===== config.mk =====
export PLATFORM = sky130hd
export DESIGN_NAME = hazard_stall_controller
export DESIGN_NICKNAME = d
export VERILOG_FILES = /design/src/rtl/hazard_stall_controller_pkg.sv /design/src/rtl/hazard_stall_controller_md_latency_counter.sv /design/src/rtl/hazard_stall_controller.sv
export SDC_FILE = /design/constraint.sdc
export NUM_CORES = 1
export LEC_CHECK = 0
export BUFFER_PORTS_ARGS = -buffer_cell sky130_fd_sc_hd__buf_2
export CORE_MARGIN = 1
export CORE_UTILIZATION = 49
export DETAILED_ROUTE_END_ITERATION = 12
export PLACE_DENSITY = 0.78
export SYNTH_ARGS = -nofsm -noshare
export SYNTH_HDL_FRONTEND = slang
export SYNTH_SLANG_ARGS = --single-unit

===== constraint.sdc =====
create_clock -name Clk -period 2.55 [get_ports Clk]
set_clock_uncertainty 0.2 [all_clocks]
set_input_delay 0.51 -clock Clk [delete_from_list [all_inputs] [get_ports Clk]]
set_output_delay 0.51 -clock Clk [all_outputs]
set_load 0.03 [all_outputs]

===== src/rtl/hazard_stall_controller_pkg.sv =====
// Shared types and constants for the ID-stage hazard/stall controller.
package hazard_stall_controller_pkg;

  localparam int unsigned REG_W           = 5;
  localparam int unsigned DEF_MUL_LATENCY = 4;
  localparam int unsigned DEF_DIV_LATENCY = 8;

  localparam logic [REG_W-1:0] REG_ZERO = '0;

  typedef enum logic {
    ST_RUN     = 1'b0,
    ST_MD_BUSY = 1'b1
  } md_state_e;

endpackage


===== src/rtl/hazard_stall_controller_md_latency_counter.sv =====
// Down-counter tracking remaining MULT/DIV busy cycles; load wins over decrement.
module md_latency_counter #(
  parameter int unsigned CNT_W = 4
) (
  input  logic             Clk,
  input  logic             Rst,
  input  logic             load_en,
  input  logic [CNT_W-1:0] load_val,
  input  logic             dec_en,
  output logic             is_zero_c
);

  logic [CNT_W-1:0] cnt_q;
  logic [CNT_W-1:0] cnt_d;

  always_comb begin
    cnt_d = cnt_q;
    if (load_en) begin
      cnt_d = load_val;
    end else if (dec_en && (cnt_q != '0)) begin
      cnt_d = cnt_q - CNT_W'(1);
    end
  end

  always_ff @(posedge Clk) begin
    if (Rst) begin
      cnt_q <= '0;
    end else begin
      cnt_q <= cnt_d;
    end
  end

  assign is_zero_c = (cnt_q == '0);

endmodule


===== src/rtl/hazard_stall_controller.sv =====
// ID-stage sequencing: load-use and HI/LO stalls, MULT/DIV issue tracking, branch flush.
module hazard_stall_controller
  import hazard_stall_controller_pkg::*;
#(
  parameter int unsigned MUL_LATENCY = DEF_MUL_LATENCY,
  parameter int unsigned DIV_LATENCY = DEF_DIV_LATENCY,
  parameter int unsigned CNT_W       = 4,
  parameter int unsigned PERF_W      = 16
) (
  input  logic              Clk,
  input  logic              Rst,
  input  logic [REG_W-1:0]  ID_Rs,
  input  logic [REG_W-1:0]  ID_Rt,
  input  logic              ID_UsesRs,
  input  logic              ID_UsesRt,
  input  logic              ID_IsMulDiv,
  input  logic              ID_IsDiv,
  input  logic              ID_ReadsHiLo,
  input  logic              EX_MemRead,
  input  logic [REG_W-1:0]  EX_WriteReg,
  input  logic              BranchTaken,
  output logic              PCWrite,
  output logic              IFID_Write,
  output logic              IFID_Flush,
  output logic              IDEX_Bubble,
  output logic              MD_Start,
  output logic              MD_Busy,
  output logic [PERF_W-1:0] StallCount
);

  md_state_e         state_q;
  md_state_e         state_d;
  logic [PERF_W-1:0] stall_cnt_q;
  logic [PERF_W-1:0] stall_cnt_d;

  logic             loaduse_c;
  logic             hilostall_c;
  logic             stall_cycle_c;
  logic             cnt_load_c;
  logic             cnt_dec_c;
  logic             cnt_zero_c;
  logic [CNT_W-1:0] cnt_load_val_c;

  // Register 0 is hard-wired, so a load targeting it can never create a hazard.
  always_comb begin
    loaduse_c = EX_MemRead && (EX_WriteReg != REG_ZERO) &&
                ((ID_UsesRs && (ID_Rs == EX_WriteReg)) ||
                 (ID_UsesRt && (ID_Rt == EX_WriteReg)));
    hilostall_c    = (state_q == ST_MD_BUSY) && (ID_IsMulDiv || ID_ReadsHiLo);
    cnt_load_val_c = ID_IsDiv ? CNT_W'(DIV_LATENCY - 1) : CNT_W'(MUL_LATENCY - 1);
  end

  always_comb begin
    state_d       = state_q;
    PCWrite       = 1'b1;
    IFID_Write    = 1'b1;
    IFID_Flush    = 1'b0;
    IDEX_Bubble   = 1'b0;
    MD_Start      = 1'b0;
    cnt_load_c    = 1'b0;
    cnt_dec_c     = 1'b0;
    stall_cycle_c = 1'b0;
    if (!Rst) begin
      if (BranchTaken) begin
        IFID_Flush  = 1'b1;
        IDEX_Bubble = 1'b1;
      end else if (loaduse_c || hilostall_c) begin
        PCWrite       = 1'b0;
        IFID_Write    = 1'b0;
        IDEX_Bubble   = 1'b1;
        stall_cycle_c = 1'b1;
      end
      // An in-flight op is older than any branch, so MD_BUSY ignores BranchTaken.
      case (state_q)
        ST_RUN: begin
          if (!BranchTaken && !loaduse_c && ID_IsMulDiv) begin
            MD_Start   = 1'b1;
            cnt_load_c = 1'b1;
            state_d    = ST_MD_BUSY;
          end
        end
        ST_MD_BUSY: begin
          if (cnt_zero_c) begin
            state_d = ST_RUN;
          end else begin
            cnt_dec_c = 1'b1;
          end
        end
        default: state_d = ST_RUN;
      endcase
    end
  end

  always_comb begin
    stall_cnt_d = stall_cnt_q;
    if (stall_cycle_c && (stall_cnt_q != '1)) begin
      stall_cnt_d = stall_cnt_q + PERF_W'(1);
    end
  end

  always_ff @(posedge Clk) begin
    if (Rst) begin
      state_q     <= ST_RUN;
      stall_cnt_q <= '0;
    end else begin
      state_q     <= state_d;
      stall_cnt_q <= stall_cnt_d;
    end
  end

  md_latency_counter #(
    .CNT_W (CNT_W)
  ) u_md_cnt (
    .Clk       (Clk),
    .Rst       (Rst),
    .load_en   (cnt_load_c),
    .load_val  (cnt_load_val_c),
    .dec_en    (cnt_dec_c),
    .is_zero_c (cnt_zero_c)
  );

  assign MD_Busy    = !Rst && (state_q == ST_MD_BUSY);
  assign StallCount = stall_cnt_q;

endmodule


==> results of run 1 <==
## area by class of cell
class	instances	area [um^2]	area share, %
tap	30	37.5	2.43
sequential	21	420	27.2
multi-input combinational	117	778	50.3
clock buffer	4	26.3	1.70
timing repair buffer	48	263	17.0
inverter	6	22.5	1.46
## layer usage
layer  vias to the layer above  wire [um]  GRT usage [%]
li1                        643          -              -
met1                       587       1150           24.0
met2                        28       1510           42.0
met3                        10        106           6.90
met4                         0         80           9.65
met5                         -          0              0
## registers in the layout (all words and copies together), names as in the netlist
name / cells
u_md_cnt.cnt_q: 4
state_q: 1
StallCount: 16
## cell families (layout without fill, tap and decap cells)
family          after synthesis  count (layout)
buf+inv                      12              58
simple gates                 57              57
xor+xnor                     14              14
compound gates               42              42
mux                           1               1
flops                        21              21
fa+ha+maj                     3               3
## critical path, stage by stage
cell      delay [ps]
buf_2            120
xnor2_1          210
nand4_1          190
o22ai_4          220
nor2b_2          190
o31a_1           140
clkbuf_4         190
## through the flow
step                      setup slack [ps]  std cells
after floorplan                       57.3        150
after global placement                 169        222
after detailed placement              30.1        222
after CTS                             16.7        226
after global routing                  7.29        226
final                                 76.2        226
## layout by cell type (no fill, tap or decap), drive strengths merged, types with 2 or more instances in the layout
cell	instances
and4	3
nand3	7
ha	3
dfxtp	21
buf	47
inv	6
nor2b	3
o31a	2
and2	2
clkbuf	5
nor2	5
a21oi	15
and3	3
nand4	4
nor3	3
or2	2
o21ai	13
nand2	11
a211oi	3
xor2	3
or3	11
xnor2	11
## synthesized netlist by cell type (2+ instances only)
cell type and count:
o31a_1 2, nor2_1 5, nand4_1 4, o21ai_0 6
xor2_1 3, nand3_1 7, ha_1 3, a211oi_2 2
o21ai_1 7, nor2b_1 3, xnor2_1 11, and4_1 2
buf_6 2, a21oi_1 14, nor3_1 3, nand2_1 11
or2_2 2, inv_1 5, dfxtp_1 21, or3_1 11
## timing repair
item,in CTS,in global routing
setup buffers,0,0
resized for setup,0,2
setup endpoints to repair,0,3
## worst paths after layout
check,cells after the start,slack [ps],startpoint,to
min,3,290,ID_IsDiv,u_md_cnt.cnt_q[2]
min reg2reg,2,320,StallCount[10],StallCount[10]
max reg2reg,8,200,StallCount[0],StallCount[12]
max,7,80,EX_WriteReg[2],IDEX_Bubble
## power by group
| group | internal, mW | leakage (nW) | switching, mW | total, mW |
|---|---|---|---|---|
| Combinational | 0.0465 | 0.448 | 0.0538 | 0.100 |
| Clock | 0.0612 | 0.0150 | 0.101 | 0.162 |
| Sequential | 0.333 | 0.170 | 0.00408 | 0.337 |
| Total | 0.441 | 0.633 | 0.159 | 0.600 |
==> Flow_metrics.wiki, run 1 <==
{| class="wikitable"
! Metric !! Value
|-
| Outcome || complete, no violations
|-
| Number of flops mapped to enable cells by yosys || 0
|-
| Type of the most critical hold path || in -> reg
|-
| Seq/Total Area, Yosys || 32.8%
|-
| Number of placed I/O pins || 46
|-
| Gr usage total || 23.0%
|-
| Count of nets after finishing || 224
|-
| H-tree depth || 1
|-
| Post-route fraction of the period consumed by the critical path || 97.0%
|-
| Register clock-pin slew on the reported worst setup and hold paths || 110 ps
|-
| Maxcap violations || 0
|-
| Layout cell share with drive strength beyond 1 || 32.7%
|-
| Number of nets in the synthesized netlist || 177
|-
| HPWL reported at the end of detailed placement || 2.24 mm
|-
| Fraction of synthesized area in multiplexers || 0.781%
|-
| Routed Wire Length || 2.84 mm
|-
| Die span in x || 53.1 um
|-
| Total overflow reported by the global router || 0
|-
| Mean Syn Cell Area || 8.54 um^2
|-
| Wire length of the first global-routing pass || 4.68 mm
|-
| Antenna Diode Count || 0
|-
| Fraction of the mapped netlist area in compound gates || 22.0%
|-
| Most used flip-flop cell after synthesis || dfxtp_1
|-
| Post-DRT Antenna Nets || 0
|-
| Y dimension of the die || 53.1 um
|-
| Power per Cell Area || 388 nW/um^2
|-
| Post-DR wirelength/cell || 12.6 um
|-
| Hold violation total from the final report || 0
|-
| Final-report setup violation count || 0
|-
| Initial core utilization || 51.7%
|-
| Leakage power summed over all cells || 0.633 nW
|-
| Pins Over Slew Limit || 0
|-
| Via count of the first global-routing pass || 1148
|-
| Power after layout || 0.600 mW
|-
| Cts hold-fix bufs || 0
|-
| Slew at the pin with the worst max-slew slack || 427 ps
|-
| Achievable frequency || 0.404 GHz
|-
| Synth warn || 0
|-
| Xor/xnor share of the synthesized area || 9.57%
|-
| Adder-cell area share of the yosys netlist || 2.93%
|-
| Worst hold margin || 287 ps
|-
| Top cell type's share of synthesized area || 32.8%
|-
| Fillers || 235
|-
| Number of DRC violations after detailed-routing iteration 0 || 13
|-
| Flip-flop and latch count after synthesis || 21
|-
| Via/cell ratio || 5.61
|-
| Number of clock sinks || 21
|-
| Placement Cell Area || 1520 um^2
|-
| Endpoint kind of the worst setup timing path || primary output
|-
| Critical path class || in -> out
|-
| Post-route minimum period || 2470 ps
|-
| Final-layout setup total negative slack || 0 ps
|-
| Master cell of the clock root buffer || clkbuf_4
|-
| Cell count after synthesis || 150
|-
| DRC violations left || 0
|-
| Routability cong. || 0.765
|-
| Unrepaired setup endpoints after global routing || false
|-
| Floorplan row count || 18
|-
| Worst IR drop on VDD || 476 uV
|-
| Source-to-sink clock delay at the later pin of the worst-skew pair || 310 ps
|-
| Dominant combinational cell family by area after synthesis || simple AND/OR/NAND/NOR gates
|-
| CP Launch Type || input pin
|-
| Clock buffer depth || 2
|-
| Area of all placed cells without fillers || 1550 um^2
|-
| Number of distinct standard cells referenced by the synthesized netlist || 46
|-
| TritonCTS clock tree || yes
|-
| Initial antenna violation count || 0
|-
| Area of the mapped netlist || 1280 um^2
|-
| Critical path peak fanout || 3
|-
| Number of iterations in the first detailed-routing pass || 4
|-
| Total number of vias || 1268
|-
| Slew Limit Headroom || 71.5%
|-
| Core box area || 2480 um^2
|-
| Top post-synthesis cells by area || dfxtp_1 33%, xnor2_1 7.5%, a21oi_1 5.5%
|-
| Pin count of the biggest net entering global routing || 31
|-
| Fraction of registers with async set or reset after synthesis || 0%
|-
| Arrival time of data at the critical path endpoint || 1760 ps
|-
| Critical path required time || 1840 ps
|-
| Die Footprint || 2820 um^2
|-
| Final core utilization || 62.5%
|-
| Number of port buffers || 45
|-
| Post-synthesis to final-layout area growth || 20.8%
|-
| Inserted Clock Buffers || 3
|-
| Leading area contributor after synthesis || dfxtp_1
|-
| Basic-gate share of the synthesized area counting and, or, nand and nor cells || 25.3%
|}
Power figures use the tool's default switching activity.
==> inputs of run 2 (changes only) <==
==> constraint.sdc (replaced) <==
create_clock -name Clk -period 2.8 [get_ports Clk]
set_clock_uncertainty 0.2 [all_clocks]
set_input_delay 0.56 -clock Clk [delete_from_list [all_inputs] [get_ports Clk]]
set_output_delay 0.56 -clock Clk [all_outputs]
set_load 0.03 [all_outputs]
==> run 2 against run 1 <==
Net effect:
- hold slack improved by 33 ps
- largest cell class unchanged
- largest power group unchanged
- clock power decreased by 9%
- count of clock-buffer cells in the layout decreased by 1
- cell area decreased by 1.5%
- cell count decreased by 0.44%
- sequential share of layout area increased by 0.42 points
- die area unchanged
- via count about the same
==> Flow_metrics.wiki, run 2 (synthesized netlist as in run 1, its figures left out) <==
{| class="wikitable"
! Metric !! Value
|-
| Outcome || complete, no violations (unchanged)
|-
| Post CTS Setup Buffer Count || 0 (unchanged)
|-
| Number of iterations in the first detailed-routing pass || 4 (unchanged)
|-
| DRC violations left || 0 (unchanged)
|-
| Arrival time of data at the critical path endpoint || 1780 ps (was 1760 ps)
|-
| Hold violation total from the final report || 0 (unchanged)
|-
| Net switching power figure || 0.147 mW (was 0.159 mW)
|-
| Critical path required time || 2040 ps (was 1840 ps)
|-
| Clock buffer depth || 2 (unchanged)
|-
| Critical path class || in -> out (unchanged)
|-
| Source-to-sink clock delay at the later pin of the worst-skew pair || 310 ps (about the same)
|-
| HPWL reported at the end of detailed placement || 2.25 mm (was 2.24 mm)
|-
| Number of port buffers || 45 (unchanged)
|-
| Number of placed I/O pins || 46 (unchanged)
|-
| Gr usage total || 22.7% (was 23.0%)
|-
| Worst Setup SP || EX_WriteReg[3] (was EX_WriteReg[2])
|-
| Endpoint kind of the worst setup timing path || primary output (unchanged)
|-
| Maxcap violations || 0 (unchanged)
|-
| Number of DRC violations after detailed-routing iteration 0 || 18 (was 13)
|-
| Post-route fraction of the period consumed by the critical path || 90.7%
|-
| Inserted Clock Buffers || 3 (unchanged)
|-
| Type of the most critical hold path || reg -> reg (was in -> reg)
|-
| Die Footprint || 2820 um^2 (unchanged)
|-
| Fillers || 234 (was 235)
|-
| Most frequent standard cell in the layout excluding fill and tap cells || buf_2 (unchanged)
|-
| Slew at the pin with the worst max-slew slack || 422 ps (was 427 ps)
|-
| Via count of the first global-routing pass || 1147 (was 1148)
|-
| Max reg flops || 16 (unchanged)
|-
| Antenna Diode Count || 0 (unchanged)
|-
| Y dimension of the die || 53.1 um (unchanged)
|-
| Die span in x || 53.1 um (unchanged)
|-
| Unrepaired setup endpoints after global routing || false (unchanged)
|-
| Cts hold-fix bufs || 0 (unchanged)
|-
| Post-synthesis to final-layout area growth || 18.9% (was 20.8%)
|-
| Leakage power summed over all cells || 0.625 nW (was 0.633 nW)
|-
| Cell depth of the worst flop-to-flop path || 8 (unchanged)
|-
| Number of clock sinks || 21 (unchanged)
|-
| Final-layout setup total negative slack || 0 ps (unchanged)
|-
| Master cell of the clock root buffer || clkbuf_4 (unchanged)
|-
| Routability cong. || 0.791 (was 0.765)
|-
| Pins Over Slew Limit || 0 (unchanged)
|-
| Capturing point of the worst reg2reg path || StallCount[12] (unchanged)
|-
| Floorplan row count || 18 (unchanged)
|-
| Final-report setup violation count || 0 (unchanged)
|-
| Share of total power in combinational logic || 16.2% (was 16.7%)
|-
| Core box area || 2480 um^2 (unchanged)
|-
| Relative contribution of the clock network to total power || 27.3% (was 27.1%)
|-
| Initial antenna violation count || 0 (unchanged)
|-
| Routed Wire Length || 2.90 mm (was 2.84 mm)
|-
| Internal portion of total power || 0.397 mW (was 0.441 mW)
|-
| Post-CTS Resized || 0 (unchanged)
|-
| Via/cell ratio || 5.63 (was 5.61)
|-
| Share of total power in sequential cells || 56.5% (was 56.2%)
|-
| Final core utilization || 61.5% (was 62.5%)
|-
| Reg2reg setup slack || 410 ps (was 200 ps)
|-
| Switching part of the total power || 27.1% (was 26.5%)
|-
| Critical path peak fanout || 5 (was 3)
|-
| Post-route minimum period || 2540 ps
|-
| Hold-critical path depth || 2 (was 3)
|-
| Pin count of the biggest net entering global routing || 31 (unchanged)
|-
| Multi-input gate area || 776 um^2 (was 778 um^2)
|-
| Achievable frequency || 0.394 GHz
|-
| Slew Limit Headroom || 71.8% (was 71.5%)
|-
| Commonest non-fill, non-tap cells in the layout || 45 x buf_2, 21 x dfxtp_1, 14 x a21oi_1 (was 44 x buf_2, 21 x dfxtp_1, 14 x a21oi_1)
|-
| Register cell area after layout || 420 um^2 (unchanged)
|-
| Worst IR drop on VDD || 271 uV (was 476 uV)
|-
| Total overflow reported by the global router || 0 (unchanged)
|-
| Crit path to || MD_Start (was IDEX_Bubble)
|-
| Post-DRT Antenna Nets || 0 (unchanged)
|-
| Register clock-pin slew on the reported worst setup and hold paths || 120 ps (was 110 ps)
|-
| Power per Cell Area || 357 nW/um^2 (was 388 nW/um^2)
|-
| Startpoint of the worst-slack reg-to-reg timing path || StallCount[0] (unchanged)
|-
| TritonCTS clock tree || yes (unchanged)
|-
| Post-DR wirelength/cell || 12.9 um (was 12.6 um)
|-
| CP Launch Type || input pin (unchanged)
|-
| Initial core utilization || 51.7% (unchanged)
|-
| Count of nets after finishing || 223 (was 224)
|-
| Total number of vias || 1267 (was 1268)
|-
| Layout cell share with drive strength beyond 1 || 32.3% (was 32.7%)
|-
| Wire length of the first global-routing pass || 4.66 mm (was 4.68 mm)
|-
| H-tree depth || 1 (unchanged)
|}
[run 2: worst min path at each step]
| stage | startpoint | end | slack, ps |
|---|---|---|---|
| floorplan | u_md_cnt.cnt_q[3] | u_md_cnt.cnt_q[3] | 330 |
| global placement | StallCount[10] | StallCount[10] | 280 |
| detailed placement | StallCount[15] | StallCount[15] | 290 |
| CTS | StallCount[15] | StallCount[15] | 310 |
| global route | ID_IsDiv | u_md_cnt.cnt_q[2] | 350 |
| finish | StallCount[15] | StallCount[15] | 320 |
[run 2: critical path: stages]
cell and delay, ps:
buf_2 130, xnor2_1 170, nand4_1 150, o22ai_4 230, a311o_1 310, inv_2 60, buf_2 180
[run 2: area by class of cell]
type	instances	area share, %
inverters	6	1.48
clock inverters	1	0.328
clock buffers	3	1.48
well taps	30	2.46
flip-flops and latches	21	27.6
multi-input cells	117	50.9
repair buffers	47	15.8
[run 2: metal layers]
metal	wire length, um	global-route usage, %	vias to the layer above	part of all wire [%]
met5	0	0	-	0
met4	76	11.0	0	2.6
met3	82	2.87	11	2.8
met2	1490	42.2	30	51
met1	1250	24.9	589	43
li1	-	-	637	-
[run 2: power by group through the flow]
stage          combinational (mW)  clock [mW]  sequential (mW)
2_1_floorplan              0.0576           0            0.314
3_3_place_gp               0.0843           0            0.314
3_5_place_dp               0.0885           0            0.314
4_1_cts                    0.0888       0.153            0.307
5_1_grt                    0.0967       0.168            0.308
6_report                   0.0882       0.148            0.307
[run 2: metrics by stage]
step	hold slack, ps	cell area (um^2)	instances	power, mW	worst slack, ps
3_3_place_gp	277	1500	221	0.398	302
4_1_cts	314	1520	225	0.549	255
3_5_place_dp	294	1500	221	0.402	255
5_1_grt	346	1520	225	0.573	149
2_1_floorplan	328	1280	150	0.371	207
6_report	319	1520	225	0.544	262
==> inputs of run 3 (changes only) <==
==> constraint.sdc (replaced) <==
create_clock -name Clk -period 2.85 [get_ports Clk]
set_clock_uncertainty 0.2 [all_clocks]
set_input_delay 0.57 -clock Clk [delete_from_list [all_inputs] [get_ports Clk]]
set_output_delay 0.57 -clock Clk [all_outputs]
set_load 0.03 [all_outputs]
==> run 3 against run 2 <==
Net effect:
- total power fell by 1.7%
- utilization is the same
- count of clock-buffer cells in the layout did not move
- cell area unchanged
- register-to-register slack better by 40 ps
- clock power about the same
- die area is the same
- global-route usage is the same
- sequential power fell by 2%
- sequential cell count stayed put
- combinational power fell by 2%
==> Flow_metrics.wiki, run 3 (synthesized netlist as in run 1, its figures left out) <==
{| class="wikitable"
! Metric !! Value
|-
| Clock buffer depth || 2 (unchanged)
|-
| Floorplan row count || 18 (unchanged)
|-
| Inserted Clock Buffers || 3 (unchanged)
|-
| Initial core utilization || 51.7% (unchanged)
|-
| Initial antenna violation count || 0 (unchanged)
|-
| Pins Over Slew Limit || 0 (unchanged)
|-
| Gr usage total || 22.7% (unchanged)
|-
| Total number of vias || 1266 (was 1267)
|-
| DRC violations left || 0 (unchanged)
|-
| Cell with the biggest individual delay on the critical path || a311o_1 (unchanged)
|-
| Outcome || complete, no violations (unchanged)
|-
| Critical path class || in -> out (unchanged)
|-
| Source-to-sink clock delay at the later pin of the worst-skew pair || 310 ps (about the same)
|-
| Via/cell ratio || 5.63 (about the same)
|-
| Post-route minimum period || 2560 ps
|-
| Post-synthesis to final-layout area growth || 18.9% (unchanged)
|-
| Via count of the first global-routing pass || 1147 (unchanged)
|-
| Dominant delay contributor by cell family on the critical path || compound AO/OA/AOI/OAI gates (unchanged)
|-
| Layout cell share with drive strength beyond 1 || 32.3% (unchanged)
|-
| Max reg flops || 16 (unchanged)
|-
| Number of placed I/O pins || 46 (unchanged)
|-
| List of cells traversed by the critical path || buf_2, xnor2_1, nand4_1, o22ai_4, a311o_1, inv_2, buf_2 (unchanged)
|-
| Endpoint kind of the worst setup timing path || primary output (unchanged)
|-
| Fillers || 232 (was 234)
|-
| Post-DR wirelength/cell || 12.9 um (about the same)
|-
| Die Footprint || 2820 um^2 (unchanged)
|-
| Startpoint of the worst-slack reg-to-reg timing path || StallCount[0] (unchanged)
|-
| Slew at the pin with the worst max-slew slack || 422 ps (unchanged)
|-
| Number of iterations in the first detailed-routing pass || 6 (was 4)
|-
| Arrival time of data at the critical path endpoint || 1790 ps (was 1780 ps)
|-
| Final-report setup violation count || 0 (unchanged)
|-
| Y dimension of the die || 53.1 um (unchanged)
|-
| Hold violation total from the final report || 0 (unchanged)
|-
| Capturing point of the worst reg2reg path || StallCount[12] (unchanged)
|-
| Routed Wire Length || 2.89 mm (was 2.90 mm)
|-
| Hold Startpoint || StallCount[15] (unchanged)
|-
| Leakage power summed over all cells || 0.625 nW (unchanged)
|-
| Achievable frequency || 0.391 GHz
|-
| Register clock-pin slew on the reported worst setup and hold paths || 120 ps (about the same)
|-
| Routability cong. || 0.791 (unchanged)
|-
| Total number of cells along the worst setup path || 7 (unchanged)
|-
| Post-route fraction of the period consumed by the critical path || 89.8%
|-
| Master cell of the clock root buffer || clkbuf_4 (unchanged)
|-
| Worst Setup SP || EX_WriteReg[3] (unchanged)
|-
| Number of clock sinks || 21 (unchanged)
|-
| HPWL reported at the end of detailed placement || 2.25 mm (about the same)
|-
| Most used cell along the critical path || buf_2 (unchanged)
|-
| Count of nets after finishing || 223 (unchanged)
|-
| Critical path peak fanout || 5 (unchanged)
|-
| Post-CTS Resized || 0 (unchanged)
|-
| Antenna Diode Count || 0 (unchanged)
|-
| Core box area || 2480 um^2 (unchanged)
|-
| Hold-critical path depth || 2 (unchanged)
|-
| Hold path endpoint || StallCount[15] (unchanged)
|-
| Maxcap violations || 0 (unchanged)
|-
| Pin count of the biggest net entering global routing || 31 (unchanged)
|-
| H-tree depth || 1 (unchanged)
|-
| Number of DRC violations after detailed-routing iteration 0 || 18 (unchanged)
|-
| CP Buf/Inv Count || 3 (unchanged)
|-
| Power per Cell Area || 351 nW/um^2 (was 357 nW/um^2)
|-
| Total overflow reported by the global router || 0 (unchanged)
|-
| Slew Limit Headroom || 71.8% (unchanged)
|-
| Worst IR drop on VDD || 267 uV (was 271 uV)
|-
| Final core utilization || 61.5% (unchanged)
|-
| Final-layout setup total negative slack || 0 ps (unchanged)
|-
| Most frequent standard cell in the layout excluding fill and tap cells || buf_2 (unchanged)
|-
| Type of the most critical hold path || reg -> reg (unchanged)
|-
| Unrepaired setup endpoints after global routing || false (unchanged)
|-
| Post-DRT Antenna Nets || 0 (unchanged)
|-
| Critical path required time || 2080 ps (was 2040 ps)
|-
| CP max stage delay || 310 ps (about the same)
|-
| Die span in x || 53.1 um (unchanged)
|-
| Power after layout || 0.535 mW (was 0.544 mW)
|-
| Wire length of the first global-routing pass || 4.66 mm (unchanged)
|-
| Reg2reg setup slack || 450 ps (was 410 ps)
|-
| Post CTS Setup Buffer Count || 0 (unchanged)
|-
| CP Launch Type || input pin (unchanged)
|-
| Commonest non-fill, non-tap cells in the layout || 45 x buf_2, 21 x dfxtp_1, 14 x a21oi_1 (unchanged)
|-
| Number of port buffers || 45 (unchanged)
|-
| Cell depth of the worst flop-to-flop path || 8 (unchanged)
|-
| TritonCTS clock tree || yes (unchanged)
|-
| Cts hold-fix bufs || 0 (unchanged)
|}
[run 3: routing by layer]
metal  wire length [um]  global-route usage [%]  vias to the layer above
met5                  0                       0                        -
met2               1480                    42.2                       27
li1                   -                       -                      635
met1               1260                    24.9                      593
met4                 75                    11.0                        0
met3                 75                    2.87                       11
[run 3: cell type report]
type                    instances  area (um^2)  area share [%]
clock buffers                   3         22.5            1.48
clock inverters                 1         5.00           0.328
inverters                       6         22.5            1.48
multi-input cells             117          776            50.9
flip-flops and latches         21          420            27.6
well taps                      30         37.5            2.46
repair buffers                 47          240            15.8
[run 3: how the worst max path moves through the flow]
stage | slack [ps] | to
floorplan | 240 | PCWrite
global placement | 330 | MD_Start
detailed placement | 280 | MD_Start
CTS | 280 | MD_Start
global route | 180 | MD_Start
finish | 290 | MD_Start
[run 3: stage by stage]
step / instance area, um^2 / worst slack, ps / hold slack [ps] / instances
floorplan: 1280 / 237 / 328 / 150
global placement: 1500 / 332 / 277 / 221
finish: 1520 / 292 / 319 / 225
global route: 1520 / 179 / 348 / 225
detailed placement: 1500 / 285 / 294 / 221
CTS: 1520 / 285 / 314 / 225
[run 3: report_power, final]
| part | switching (mW) | internal (mW) | leakage, nW |
|---|---|---|---|
| clock | 0.0940 | 0.0524 | 0.0177 |
| sequential | 0.00404 | 0.298 | 0.170 |
| combinational | 0.0472 | 0.0393 | 0.437 |
[run 3: tightest hold or removal path, delay by kind of cell, from the launching register on]
family | cells | cell delay, ps
compound gates | 2 | 130
flops | 1 | 350
